[config.mk]
export PLATFORM = sky130hd
export DESIGN_NAME = multicycle_main_control
export DESIGN_NICKNAME = d
export VERILOG_FILES = /design/src/rtl/multicycle_main_control.sv
export SDC_FILE = /design/constraint.sdc
export NUM_CORES = 1
export LEC_CHECK = 0
export BUFFER_PORTS_ARGS = -buffer_cell sky130_fd_sc_hd__buf_4
export CORE_ASPECT_RATIO = 1.75
export CORE_MARGIN = 2
export CORE_UTILIZATION = 35
export DETAILED_ROUTE_END_ITERATION = 16
export GPL_ROUTABILITY_DRIVEN = 1
export PLACE_DENSITY = 0.69
export SYNTH_ARGS = -nofsm -noshare
export SYNTH_HDL_FRONTEND = slang
export SYNTH_SLANG_ARGS = --single-unit
[constraint.sdc]
create_clock -name clk -period 5.55 [get_ports clk]
set_input_delay 0.555 -clock clk [delete_from_list [all_inputs] [get_ports clk]]
set_output_delay 0.555 -clock clk [all_outputs]
set_load 0.05 [all_outputs]
[src/rtl/multicycle_main_control.sv]
// multicycle_main_control: LEGv8 multicycle main control FSM (rev 1.0).
// Moore strobes are registered from the next state; FETCH IRWrite/PCWrite are mem_ready-qualified.
`default_nettype none

module multicycle_main_control (
  input  logic        clk,
  input  logic        rst_n,
  input  logic        start,
  input  logic [10:0] opcode,
  input  logic        mem_ready,
  output logic        mem_req,
  output logic [1:0]  ALUOp,
  output logic        ALUSrc,
  output logic        Reg2Loc,
  output logic        MemRead,
  output logic        MemWrite,
  output logic        MemtoReg,
  output logic        RegWrite,
  output logic        IRWrite,
  output logic        PCWrite,
  output logic        PCWriteCond,
  output logic        UncondBranch,
  output logic        illegal,
  output logic [3:0]  state
);

  localparam logic [10:0] OP_ADD  = 11'b10001011000;
  localparam logic [10:0] OP_SUB  = 11'b11001011000;
  localparam logic [10:0] OP_AND  = 11'b10001010000;
  localparam logic [10:0] OP_ORR  = 11'b10101010000;
  localparam logic [10:0] OP_LDUR = 11'b11111000010;
  localparam logic [10:0] OP_STUR = 11'b11111000000;
  localparam logic [7:0]  OP_CBZ  = 8'b10110100;
  localparam logic [5:0]  OP_B    = 6'b000101;

  typedef enum logic [3:0] {
    S_IDLE   = 4'd0,
    S_FETCH  = 4'd1,
    S_DECODE = 4'd2,
    S_EXEC_R = 4'd3,
    S_WB_R   = 4'd4,
    S_ADDR   = 4'd5,
    S_MEM_RD = 4'd6,
    S_WB_LD  = 4'd7,
    S_MEM_WR = 4'd8,
    S_BR_CBZ = 4'd9,
    S_BR_B   = 4'd10,
    S_HALT   = 4'd11
  } state_t;

  state_t      state_q, state_d;
  logic        mem_req_q, alusrc_q, reg2loc_q, memread_q, memwrite_q;
  logic        memtoreg_q, regwrite_q, pccond_q, uncond_q, illegal_q;
  logic        fetch_q, brb_q;
  logic [1:0]  aluop_q;

  always_comb begin
    state_d = S_IDLE;
    case (state_q)
      S_IDLE:   state_d = start ? S_FETCH : S_IDLE;
      S_FETCH:  state_d = mem_ready ? S_DECODE : S_FETCH;
      S_DECODE: begin
        if (opcode == OP_ADD || opcode == OP_SUB || opcode == OP_AND || opcode == OP_ORR)
          state_d = S_EXEC_R;
        else if (opcode == OP_LDUR || opcode == OP_STUR)
          state_d = S_ADDR;
        else if (opcode[10:3] == OP_CBZ)
          state_d = S_BR_CBZ;
        else if (opcode[10:5] == OP_B)
          state_d = S_BR_B;
        else
          state_d = S_HALT;
      end
      S_EXEC_R: state_d = S_WB_R;
      S_WB_R:   state_d = S_FETCH;
      S_ADDR:   state_d = (opcode == OP_LDUR) ? S_MEM_RD : S_MEM_WR;
      S_MEM_RD: state_d = mem_ready ? S_WB_LD : S_MEM_RD;
      S_WB_LD:  state_d = S_FETCH;
      S_MEM_WR: state_d = mem_ready ? S_FETCH : S_MEM_WR;
      S_BR_CBZ: state_d = S_FETCH;
      S_BR_B:   state_d = S_FETCH;
      S_HALT:   state_d = S_HALT;
      default:  state_d = S_IDLE;
    endcase
  end

  // Output registers load the decode of the state being entered, so they line up with state_q.
  always_ff @(posedge clk or negedge rst_n) begin
    if (!rst_n) begin
      state_q    <= S_IDLE;
      mem_req_q  <= 1'b0;
      aluop_q    <= 2'b00;
      alusrc_q   <= 1'b0;
      reg2loc_q  <= 1'b0;
      memread_q  <= 1'b0;
      memwrite_q <= 1'b0;
      memtoreg_q <= 1'b0;
      regwrite_q <= 1'b0;
      pccond_q   <= 1'b0;
      uncond_q   <= 1'b0;
      illegal_q  <= 1'b0;
      fetch_q    <= 1'b0;
      brb_q      <= 1'b0;
    end else begin
      state_q    <= state_d;
      mem_req_q  <= (state_d == S_FETCH) || (state_d == S_MEM_RD) || (state_d == S_MEM_WR);
      aluop_q    <= ((state_d == S_EXEC_R) || (state_d == S_WB_R)) ? 2'b10 :
                    (state_d == S_BR_CBZ) ? 2'b01 : 2'b00;
      alusrc_q   <= (state_d == S_ADDR) || (state_d == S_MEM_RD) || (state_d == S_MEM_WR);
      reg2loc_q  <= (state_d == S_ADDR) || (state_d == S_MEM_WR) || (state_d == S_BR_CBZ);
      memread_q  <= (state_d == S_MEM_RD);
      memwrite_q <= (state_d == S_MEM_WR);
      memtoreg_q <= (state_d == S_WB_LD);
      regwrite_q <= (state_d == S_WB_R) || (state_d == S_WB_LD);
      pccond_q   <= (state_d == S_BR_CBZ);
      uncond_q   <= (state_d == S_BR_B);
      illegal_q  <= illegal_q || (state_d == S_HALT);
      fetch_q    <= (state_d == S_FETCH);
      brb_q      <= (state_d == S_BR_B);
    end
  end

  assign state        = state_q;
  assign mem_req      = mem_req_q;
  assign ALUOp        = aluop_q;
  assign ALUSrc       = alusrc_q;
  assign Reg2Loc      = reg2loc_q;
  assign MemRead      = memread_q;
  assign MemWrite     = memwrite_q;
  assign MemtoReg     = memtoreg_q;
  assign RegWrite     = regwrite_q;
  assign PCWriteCond  = pccond_q;
  assign UncondBranch = uncond_q;
  assign illegal      = illegal_q;
  assign IRWrite      = fetch_q & mem_ready;
  assign PCWrite      = (fetch_q & mem_ready) | brb_q;

endmodule

`default_nettype wire
# ---- After elaboration in Yosys (flattened, before gate mapping)
# Cells that the tools add are included.
dict set report classes {
  addsub 0
  multipliers 0
  n_div 0
  n_lt_le_gt_ge 0
  eq_ne 29
  shift 0
  muxes 12
  bitwise_logic 2
  reduce_logical 15
}
# op n
set ops {}
lappend ops {{11-bit == test, second input constant} 6}
lappend ops {{4-bit case mux with 9 select lines} 1}
lappend ops {{4-bit by 3-bit == test with 1-bit output, second input constant} 8}
lappend ops {{4-bit == test, second input constant} 8}
lappend ops {{4-bit two-way mux} 4}
lappend ops {{1-bit logical OR} 13}
lappend ops {{4-bit by 2-bit == test with 1-bit output, second input constant} 3}
lappend ops {{4-bit by 1-bit == test with 1-bit output, second input constant} 2}
lappend ops {{8-bit == test, second input constant} 1}
lappend ops {{6-bit by 3-bit == test with 1-bit output, second input constant} 1}
lappend ops {{2-bit two-way mux} 3}
lappend ops {{4-bit zero test} 1}
lappend ops {{1-bit two-way mux} 4}
lappend ops {{4-bit OR reduction} 1}
lappend ops {{1-bit AND} 1}
lappend ops {{1-bit bitwise OR} 1}
dict set report totals {
  regBits 17
  latch_bits 0
  ram_bits 0
  rom_bits 0
  out_inout_bits 18
  n_memories 0
}

# ---- Depth between registers and ports, before layout
dict set report logic_depth {
  ltp_word 9
  depth_mapped 8
}

# ---- Worst setup path before layout
# No wires, ideal clock.
dict set report synth_timing {
  path_type {reg-to-reg}
  start {register state_q[2], in the netlist state[2]}
  end {register mem_req_q, in the netlist mem_req}
  setup_ps 80
  arrival_ps 2027
  path_slack_ps 3443
  path_stages_with_launch 8
  n_path_buf 1
  period_less_slack_ps 2107
  cell_sequence {dfrtp_1 buf_6 nor2b_2 and3_4 a31oi_2 nand3_2 or4_4 o211ai_2}
}
dict set report synth_between {
  elab_chain_len 6
}
# item line_no
set synth_lines {}
lappend synth_lines {{from (decl)} 51} ;# state_t state_q, state_d;
lappend synth_lines {{from (signal assigned)} 105} ;# state_q <= state_d;
lappend synth_lines {{4-bit == test / 4-bit by 3-bit == test with 1-bit output (equally long branches)} 59} ;# case (state_q)
lappend synth_lines {{4-bit OR reduction (no source line)} -}
lappend synth_lines {{4-bit case mux with 9 select lines (*)} 59}
lappend synth_lines {{named net state_d[1]} 51}
lappend synth_lines {{4-bit by 1-bit == test with 1-bit output / 4-bit by 3-bit == test with 1-bit output (equally long branches)} 106} ;# mem_req_q <= (state_d == S_FETCH) || (state_d == S_MEM_RD) || (state_d == S_MEM_WR);
lappend synth_lines {{1-bit logical OR} 106}
lappend synth_lines {{1-bit logical OR (*)} 106}
lappend synth_lines {{to (signal assigned)} 106}
lappend synth_lines {{to (decl)} 52} ;# logic mem_req_q, alusrc_q, reg2loc_q, memread_q, memwrite_q;
# The timed path passes the listed nets; every way through them passes the cells marked *.

# ---- Final worst setup path
dict set report layout_timing {
  start {register state_q[1], in the netlist state[1]}
  end {register mem_req_q, in the netlist mem_req}
}
dict set report layout_between {
  elab_chain_len 6
}
# item line_no
set layout_lines {}
lappend layout_lines {{4-bit == test / 4-bit by 3-bit == test with 1-bit output (equally long branches)} 59}
lappend layout_lines {{4-bit OR reduction (no source line)} -}
lappend layout_lines {{4-bit case mux with 9 select lines (*)} 59}
lappend layout_lines {{4-bit by 1-bit == test with 1-bit output / 4-bit by 3-bit == test with 1-bit output (equally long branches)} 106}
lappend layout_lines {{1-bit logical OR} 106}
lappend layout_lines {{1-bit logical OR (*)} 106}
# Mark *: on every way between the ends. The rest lies on a longest branch, timed or not.

==> results.sh <==
export IMPL_coreArea_mm2=0.002492
export IMPL_dp_cells=144
export IMPL_final_nets=138
export IMPL_cts_buffers=3
export IMPL_crit_start="state[1]"
export IMPL_route_top_layer_used="met4"
export IMPL_ys_types=39
export IMPL_fill_cells=248
export IMPL_die_y_um=71.40
export IMPL_io_buffers=32
export IMPL_slew_headroom_pct=65.11
export IMPL_cts_resized=0
export IMPL_finalHoldViolCount=0
export IMPL_r2r_start="state[1]"
export IMPL_setup_tns_ns=0
export IMPL_holdBufCountCts=0
export IMPL_end_kind="register"
export IMPL_met3WireLength_um=106
export IMPL_dr_pass1_iters=4
export IMPL_post_cts_buffers=0
export IMPL_start_util_pct=36.45
export IMPL_r2r_slack_ns=3.46
export IMPL_syn_area_um2=908.4
export IMPL_crit_chain="nor4b_2 -> a2bb2oi_1 -> and2_1 -> or4_4 -> o211ai_2"
export IMPL_totalWireLength_um=1991
export IMPL_wl_met1_um=729
export IMPL_fp_dieArea_mm2=0.003035
export IMPL_ioPinCount=33
export IMPL_power_density_mw_per_mm2=587.3
export IMPL_gp_congestion=0.8202
export IMPL_drt_iter0_drc=11
export IMPL_grt_overflow_total=0
export IMPL_die_x_um=42.51
export IMPL_post_route_period_util_pct=37.69
export IMPL_grt_usage_pct=14.48
export IMPL_max_freq_mhz=478.1
export IMPL_wl_met2_um=1115
export IMPL_htreeDepth=1
export IMPL_ant_nets=0
export IMPL_post_drt_wl_per_cell_um=13.45
export IMPL_grt_start_max_net_pins=18
export IMPL_slowest_stage="dfrtp_1"
export IMPL_crit_reg2reg_capture="mem_req"
export IMPL_cts_sinks=17
export IMPL_p_leak_nw=0.5931
export IMPL_diodes=0
export IMPL_worst_clock_skew_ns=0.002699
export IMPL_hold_class="input port to async pin"
export IMPL_grt_pass1_wl_um=3256
export IMPL_drive_gt1_share_pct=41.80
export IMPL_seq_area_frac_synth_pct=46.83
export IMPL_yosysTopAreaCellShare_pct=46.83
export IMPL_critPathKind="register to register"
export IMPL_setup_viol=0
export IMPL_period_needed_ns=2.092
export IMPL_cp_start_kind="register"
export IMPL_cts_tree="done"
export IMPL_grt_pass1_vias=731
export IMPL_peakVddDrop_mv=0.1906
export IMPL_clock_latency_ns=0.25
export IMPL_viasPerCell=5.243
export IMPL_ys_ff_latch=17
export IMPL_endpoint="mem_req"
export IMPL_dp_hpwl_um=1627
export IMPL_slowest_delay_ns=0.58
export IMPL_synth_top_area_cell="dfrtp_1"
export IMPL_drc=0
export IMPL_critPathMaxFanout=13
export IMPL_placed_area_mm2=0.001160
export IMPL_cts_root_buf="clkbuf_8"
export IMPL_fin_area_mm2=0.001206
export IMPL_yosys_warnings=0
export IMPL_rsz0062_at_grt="false"
export IMPL_slew_violations=0
export IMPL_area_growth_pct=32.78
export IMPL_run_status="finished clean"
export IMPL_critPathArrivalTime_ns=2.27
export IMPL_clkTransAtPathRegs_ns=0.06
export IMPL_vias=776
export IMPL_crit_required_ns=5.73
export IMPL_cap_violations=0
export IMPL_syn_area_per_cell_um2=10.21
export IMPL_synthCells=89
export IMPL_synth_fp_nets=104
export IMPL_layout_cells_non_filler=148
export IMPL_antenna_found_initial=0
export IMPL_rr_worst_depth=5
export IMPL_max_slew_worst_pin_slew_ns=0.5221
export IMPL_cts_buffer_depth=2
export IMPL_num_rows=24
export IMPL_synth_area_top_cells="dfrtp_1 47%, nor2_1 3.3%, inv_1 2.9%, nand2_1 2.9%, o22ai_2 2.8%"
## sequential cells by signal (all words and copies together) (netlist names)
name and count:
state 4, ALUOp 2, ALUSrc 1, MemRead 1, MemWrite 1, MemtoReg 1
PCWriteCond 1, Reg2Loc 1, RegWrite 1, brb_q 1, fetch_q 1, illegal 1
mem_req 1
## worst max-delay path, delay by kind of cell, from the launching register on
kind | cells | cell delay, ns
flops | 1 | 0.58
compound gates | 2 | 0.21
simple gates | 3 | 1.21
## through the flow
step	setup slack [ns]	util, %	power, mW	hold WS, ns
global route	3.315	48.39	0.7507	0.1635
CTS	3.480	48.39	0.7118	0.1555
finish	3.458	48.39	0.7084	0.1541
detailed placement	3.391	46.54	0.6219	0.4246
floorplan	3.443	-	0.5147	0.2594
global placement	3.443	46.54	0.6151	0.4218
## cells in the final DEF (no fill, tap or decap), types with 2 or more instances in the layout
cell,n
nor2_1,8
o22ai_2,2
buf_4,32
dfrtp_1,17
o21ai_0,4
nand3_1,4
nand2_1,7
nor3b_1,2
and2_1,2
or3_1,2
nand2b_1,2
inv_1,7
a21oi_1,4
clkbuf_8,3
## final cells by class
class / count / area, um2 / area share [%]
multi-input cells: 61 / 431.7 / 35.79
flip-flops and latches: 17 / 425.4 / 35.27
repair buffers: 32 / 240.2 / 19.92
clock buffers: 3 / 41.29 / 3.423
well taps: 26 / 32.53 / 2.697
inverters: 8 / 30.03 / 2.490
clock inverters: 1 / 5.005 / 0.4149
## synth_stat cells (all sizes together)
cell type   n
or4         1
nand4       1
nor4b       2
and3        1
o211ai      2
nand3       5
nand2       7
nor4        1
and2        2
and4bb      1
a2bb2oi     1
a22oi       1
a31oi       1
mux2i       1
nor3b       2
nor2b       2
nor2        8
nand2b      3
or3         2
and4        1
xnor2       1
o22ai       2
or2         1
o21ai       5
dfrtp      17
buf         3
a221oi      1
o31ai       1
a21oi       4
o21bai      1
inv         8
## where the power goes
group / total [mW] / switching (mW) / internal (mW)
combinational: 0.412 / 0.271 / 0.141
sequential: 0.207 / 0.0429 / 0.164
clock: 0.0899 / 0.0402 / 0.0497
total: 0.708 / 0.354 / 0.355
## worst min path at each step
stage,to,depth (start not counted),slack [ns],startpoint
after floorplan,ALUOp[0],0,0.26,rst_n
after global placement,MemtoReg,1,0.42,rst_n
after detailed placement,MemtoReg,1,0.42,rst_n
after CTS,mem_req,1,0.16,rst_n
after global routing,ALUOp[0],1,0.16,rst_n
final,mem_req,1,0.15,rst_n
## metal layers
layer / vias to the layer above / track usage [%]
met5: - / 0
met4: 0 / 9.375
met3: 4 / 2.771
met2: 28 / 26.32
met1: 362 / 14.45
li1: 382 / -
## cell families (layout without fill, tap and decap cells)
kind of cell    Yosys count  in the layout  share of synthesized area, %
flops                    17             17                         46.83
xor+xnor                  1              1                        0.9644
simple gates             40             40                         29.75
compound gates           19             19                         15.70
mux                       1              1                         1.102
buf+inv                  11             44                         5.647
Power figures use the tool's default switching activity.
